--- src/rtl/tag_pkg.sv ---
// Shared types and constants for the rename-tag free pool.
//   tag_w        : tag width; tag 0 means "no tag", so the pool holds 2^tag_w - 1 tags
//   tag_t        : one rename tag
//   pool_state_e : pool controller state
package tag_pkg;

  localparam int tag_w = 6;
  localparam int DEPTH = 1 << tag_w;

  typedef logic [tag_w-1:0] tag_t;

  localparam tag_t TAG_NONE = '0;
  // Highest tag value; it is also the pool capacity and the last init-sweep value.
  localparam tag_t TAG_MAX  = '1;

  typedef enum logic {
    INIT,
    READY
  } pool_state_e;

endpackage

--- src/rtl/tag_fifo_mem.sv ---
// Storage for the free-tag FIFO: 1R1W flop array with combinational read.
//   clk   : core clock
//   we    : write enable
//   waddr : write address
//   wdata : tag written at waddr
//   raddr : read address
//   rdata : tag stored at raddr (combinational)
module tag_fifo_mem
  import tag_pkg::*;
(
  input  logic             clk,
  input  logic             we,
  input  logic [tag_w-1:0] waddr,
  input  logic [tag_w-1:0] wdata,
  input  logic [tag_w-1:0] raddr,
  output logic [tag_w-1:0] rdata
);

  tag_t mem [DEPTH];

  // No reset: contents are rebuilt by the init sweep before they are ever read.
  always_ff @(posedge clk) begin
    if (we) begin
      mem[waddr] <= wdata;
    end
  end

  assign rdata = mem[raddr];

endmodule

--- src/rtl/tag_free_pool.sv ---
// Free-list allocator for rename tags. Hands out one non-zero tag per cycle
// and takes back one retired tag per cycle; Flush rebuilds the pool to
// "all tags free" with a sequential init sweep.
//   clk       : core clock
//   rst       : asynchronous active-low reset
//   Available : a tag can be popped this cycle
//   Enable    : consumer wants a tag (pop happens on Enable & Available)
//   Tag       : current head tag, valid while Available
//   RelValid  : a tag is being returned this cycle
//   RelTag    : the returned tag
//   Flush     : discard all state and re-initialise the pool
//   FreeCount : number of free tags
//   Err       : sticky illegal-release flag (tag 0 or release while full)
//
// state | meaning
// INIT  | sweep writes tags 1..2^tag_w-1 into the FIFO; no pops, releases dropped
// READY | normal pop/release operation
module tag_free_pool
  import tag_pkg::*;
(
  input  logic             clk,
  input  logic             rst,
  output logic             Available,
  input  logic             Enable,
  output logic [tag_w-1:0] Tag,
  input  logic             RelValid,
  input  logic [tag_w-1:0] RelTag,
  input  logic             Flush,
  output logic [tag_w-1:0] FreeCount,
  output logic             Err
);

  pool_state_e state, state_nxt;

  tag_t init_cnt;
  tag_t rd_ptr;
  tag_t wr_ptr;
  tag_t count;
  logic err_q;

  logic init_last;
  logic full;
  logic pop;
  logic push;
  logic rel_bad;

  logic mem_we;
  tag_t mem_waddr;
  tag_t mem_wdata;
  tag_t mem_rdata;

  assign init_last = (init_cnt == TAG_MAX);
  assign full      = (count == TAG_MAX);

  // count is held at zero outside READY, but the state term keeps INIT explicit.
  assign Available = (state == READY) && (count != '0);

  // A Flush cycle cancels any pop or push presented alongside it.
  assign pop     = Enable && Available && !Flush;
  assign push    = (state == READY) && RelValid && (RelTag != TAG_NONE) && !full && !Flush;
  assign rel_bad = (state == READY) && RelValid && ((RelTag == TAG_NONE) || full);

  always_ff @(posedge clk or negedge rst) begin
    if (!rst) begin
      state <= INIT;
    end else begin
      state <= state_nxt;
    end
  end

  always_comb begin
    state_nxt = state;
    if (Flush) begin
      state_nxt = INIT;
    end else begin
      case (state)
        INIT:    if (init_last) state_nxt = READY;
        READY:   state_nxt = READY;
        default: state_nxt = INIT;
      endcase
    end
  end

  always_ff @(posedge clk or negedge rst) begin
    if (!rst) begin
      init_cnt <= tag_t'(1);
      rd_ptr   <= '0;
      wr_ptr   <= '0;
      count    <= '0;
      err_q    <= 1'b0;
    end else if (Flush) begin
      init_cnt <= tag_t'(1);
      rd_ptr   <= '0;
      wr_ptr   <= '0;
      count    <= '0;
      err_q    <= 1'b0;
    end else if (state == INIT) begin
      if (init_last) begin
        // Sweep filled mem[0..TAG_MAX-1]; the next release lands in the spare slot.
        rd_ptr <= '0;
        wr_ptr <= TAG_MAX;
        count  <= TAG_MAX;
      end else begin
        init_cnt <= init_cnt + 1'b1;
      end
    end else begin
      if (pop) begin
        rd_ptr <= rd_ptr + 1'b1;
      end
      if (push) begin
        wr_ptr <= wr_ptr + 1'b1;
      end
      if (pop && !push) begin
        count <= count - 1'b1;
      end else if (push && !pop) begin
        count <= count + 1'b1;
      end
      if (rel_bad) begin
        err_q <= 1'b1;
      end
    end
  end

  // Write port shared between the init sweep and releases.
  always_comb begin
    mem_we    = 1'b0;
    mem_waddr = wr_ptr;
    mem_wdata = RelTag;
    if (state == INIT) begin
      mem_we    = !Flush;
      mem_waddr = init_cnt - 1'b1;
      mem_wdata = init_cnt;
    end else begin
      mem_we    = push;
    end
  end

  tag_fifo_mem u_mem (
    .clk   (clk),
    .we    (mem_we),
    .waddr (mem_waddr),
    .wdata (mem_wdata),
    .raddr (rd_ptr),
    .rdata (mem_rdata)
  );

  assign Tag       = Available ? mem_rdata : TAG_NONE;
  assign FreeCount = count;
  assign Err       = err_q;

endmodule

--- config.mk ---
export PLATFORM = sky130hd
export DESIGN_NAME = tag_free_pool
export DESIGN_NICKNAME = d
export VERILOG_FILES = /design/src/rtl/tag_pkg.sv /design/src/rtl/tag_fifo_mem.sv /design/src/rtl/tag_free_pool.sv
export SDC_FILE = /design/constraint.sdc
export NUM_CORES = 1
export LEC_CHECK = 0
export CORE_ASPECT_RATIO = 1.4
export CORE_MARGIN = 1.5
export CORE_UTILIZATION = 50
export CTS_BUF_LIST = sky130_fd_sc_hd__clkbuf_8
export DETAILED_ROUTE_END_ITERATION = 8
export GPL_TIMING_DRIVEN = 0
export HOLD_SLACK_MARGIN = 0.03
export PLACE_DENSITY_LB_ADDON = 0.2
export SYNTH_ARGS = -nofsm -noshare
export SYNTH_HDL_FRONTEND = slang
export SYNTH_HIERARCHICAL = 1
export SYNTH_SLANG_ARGS = --single-unit
--- constraint.sdc ---
create_clock -name clk -period 11.11 [get_ports clk]
set_input_delay 1.111 -clock clk [delete_from_list [all_inputs] [get_ports clk]]
set_output_delay 1.111 -clock clk [all_outputs]
set_load 0.005 [all_outputs]
==> flow_summary_export.csv <==
group,metric,value,unit
outcome,status,"complete, no violations",
timing,skew,0.0211,ns
die,floorplan.io_pins,25,
routing,dr_wl_met2,20700,um
power,sw_frac_of_total,0.220,
global_routing,gr-total-overflow,0,
routing,drtIter0Drc,889,
routing,wl_per_cell,26.8,um
place,gp_congestion,0.882,
final_layout,final-seq-area,12200,um2
yosys,synth-edff-count,384,
die,die_area,35000,um2
cts,insertion_delay,0.62,ns
timing,period_share,0.485,
timing,finalCriticalPeriod,5.38,ns
worst_setup_path,cp-end-kind,"primary output",
min_path,holdPathStages,2,
worst_setup_path,crit_arrival,4.27,ns
power,p_per_area,155,nW/um2
worst_setup_path,cp.required,10.00,ns
die,die_height,221,um
routing,drt-pass1-iter-count,5,
place,io_buffers,24,
yosys,synth-seq-cells,410,
die,start_util,0.509,
yosys,synth_fp_nets,950,
power,peakVddDrop,63.6,uV
timing,rsz0062_at_grt,"false",
worst_setup_path,crit_type,"flip-flop to primary output",
global_routing,antenna_found_initial,0,
power,p_leak,6.02,nW
die,fp-row-count,79,
final_layout,multi_input_area,4430,um2
final_layout,area_growth,11.7,%
yosys,synth_async_sr_flop_share,0.0634,
yosys,synthDistinctLibCells,60,
final_layout,nFillCells,2553,
cts,cts_sinks,410,
global_routing,grt_max_degree,65,
place,dpl_cell_area,17800,um2
final_layout,layout_common_cells,"edfxtp_1, nor2_1, mux4_2",
routing,drtAntennaViolNets,0,
die,core_area,33300,um2
yosys,synthesis.area,17000,um2
power,power_frac_comb,0.042,
timing,setup_viol,0,
yosys,avgSynthCellArea,18.2,um2
power,seqPwrFrac,0.585,
worst_setup_path,reg2reg_depth,8,
routing,vias,9164,
timing,tns,0,ns
timing,whs,0.497,ns
global_routing,grt_first_pass_wirelength,59700,um
final_layout,fin_nets,1037,
yosys,synth-main-ff-cell,"edfxtp_1",
global_routing,gr-usage-all-layers,0.240,
routing,drc,0,
power,p_sw,0.000644,W
cts,cts_buffers,57,
cts,ctsResizeCount,0,
cts,ctsRootBufferMaster,"clkbuf_8",
cts,cts_max_level,2,
routing,met1Wirelength,15500,um
routing,wl_met3,2590,um
final_layout,final_cell_area,18900,um2
place,dpl.hpwl,26400,um
cts,clockBufferDepth,3,
cts,cts_tree,"done",
final_layout,layout-drive-gt1-share,0.203,
timing,hold_viol_final,0,
yosys,synthCells,929,
routing,top_layer_used,"met4",
yosys,yosysWarningCount,6,
min_path,hp-class,"flip-flop to flip-flop",
timing,slew-limit-headroom,0.157,
cts,cts.hold.buffers_added,0,
power,p_int,0.00229,W
worst_setup_path,path_max_fanout,10,
timing,fmax,0.186,GHz
timing,slew_violations,0,
final_layout,num_antenna_cells,0,
cts,clkSlewWorstSetupHoldPaths,0.07,ns
yosys,yosysSeqAreaShare,0.719,
run,max_cap_violations,0,
routing,avgViaCountPerCell,6.08,
cts,postCtsSetupBuffers,0,
worst_setup_path,startpoint_type,"flip-flop",
routing,drt-total-wl,40400,um
power,p_clk_frac,0.373,
final_layout,final_common_cell,"edfxtp_1",
timing,worst_slew_pin_slew,1.26,ns
global_routing,grt_pass1_vias,9358,
die,die_x,159,um
power,finalPower,0.00294,W
[per-stage QoR]
stage | setup slack, ns | instances | utilization
3_3_place_gp | 3.87 | 1398 | 0.533
2_1_floorplan | 7.12 | 929 | -
3_5_place_dp | 6.44 | 1401 | 0.536
4_1_cts | 5.75 | 1505 | 0.568
5_1_grt | 5.70 | 1506 | 0.568
6_report | 5.73 | 1506 | 0.568
[flip-flops by register name (all words and copies together), names as in the netlist]
name	cells
init_cnt	6
state	1
rd_ptr	6
Err	1
wr_ptr	6
u_mem/mem	384
FreeCount	6
[per-layer routing]
metal	up-vias	track usage
li1	3927	-
met1	4774	0.304
met3	92	0.0417
met2	371	0.408
met4	0	0.0965
met5	-	0
[power groups by stage]
stage               combinational, W  clock [W]  sequential (W)
CTS                         0.000119    0.00112         0.00172
finish                      0.000122    0.00110         0.00172
detailed placement          0.000119          0         0.00175
global route                0.000131    0.00118         0.00172
floorplan                  0.0000645          0         0.00175
global placement            0.000109          0         0.00176
[cell type report]
| class | count | share of cell area |
|---|---|---|
| clock buffer | 60 | 0.0436 |
| clock inverter | 44 | 0.0127 |
| inverter | 14 | 0.00278 |
| buffer | 53 | 0.0167 |
| multi-input combinational | 452 | 0.234 |
| timing repair buffer | 28 | 0.0177 |
| sequential | 410 | 0.643 |
| tap | 445 | 0.0294 |
[cells in the mapped netlist, drive strengths merged, types with 3 or more instances]
| library cell | count | area share |
|---|---|---|
| o221ai | 9 | 0.0047 |
| xor2 | 7 | 0.0036 |
| a32o | 3 | 0.0018 |
| a31oi | 3 | 0.0011 |
| ha | 9 | 0.0066 |
| nand2b | 9 | 0.0033 |
| mux2 | 12 | 0.0080 |
| nand3b | 5 | 0.0022 |
| and3 | 9 | 0.0033 |
| or2 | 3 | 0.0011 |
| mux4 | 93 | 0.12 |
| or3 | 3 | 0.0011 |
| o21ai | 23 | 0.0068 |
| a211oi | 8 | 0.0035 |
| a21oi | 11 | 0.0032 |
| dfrtp | 25 | 0.037 |
| nor2 | 87 | 0.019 |
| nand4 | 6 | 0.0022 |
| o22a | 6 | 0.0031 |
| a221oi | 10 | 0.0066 |
| inv | 14 | 0.0031 |
| mux2i | 17 | 0.010 |
| nor3 | 8 | 0.0024 |
| xnor2 | 8 | 0.0041 |
| nand3 | 18 | 0.0053 |
| buf | 27 | 0.013 |
| edfxtp | 384 | 0.68 |
| nor2b | 11 | 0.0041 |
| clkbuf | 26 | 0.0058 |
| a22oi | 3 | 0.0016 |
| o22ai | 14 | 0.0052 |
| nand2 | 33 | 0.0073 |
| a311oi | 4 | 0.0021 |
[worst max-delay path, cell delays in order (launching register included)]
cell and delay [ns]:
dfrtp_1 0.40, clkbuf_1 0.56, clkbuf_1 0.79, nor3b_1 0.22, a221oi_1 0.53, nand3_1 0.18
a32o_1 0.29, and3_1 0.21, clkdlybuf4s50_1 0.47
[logic make-up after synthesis]
family,Yosys count,share of synthesized area
AO/OA/AOI/OAI,101,0.0438
XOR/XNOR,15,0.00775
buffers and inverters,67,0.0218
multiplexers,122,0.143
AND/OR/NAND/NOR,204,0.0573
adder cells (fa/ha/maj),10,0.00782
flip-flops,410,0.719
[worst paths after layout]
check	endpoint	slack, ns	start
max	Tag[0]	5.73	rd_ptr[1]
min	Err	0.50	Err
max reg2reg	u_mem/mem[35][5]	7.26	state
min reg2reg	Err	0.50	Err
max in group asynchronous	FreeCount[3]	9.84	rst
min in group asynchronous	init_cnt[5]	0.80	rst
Power figures use the tool's default switching activity.
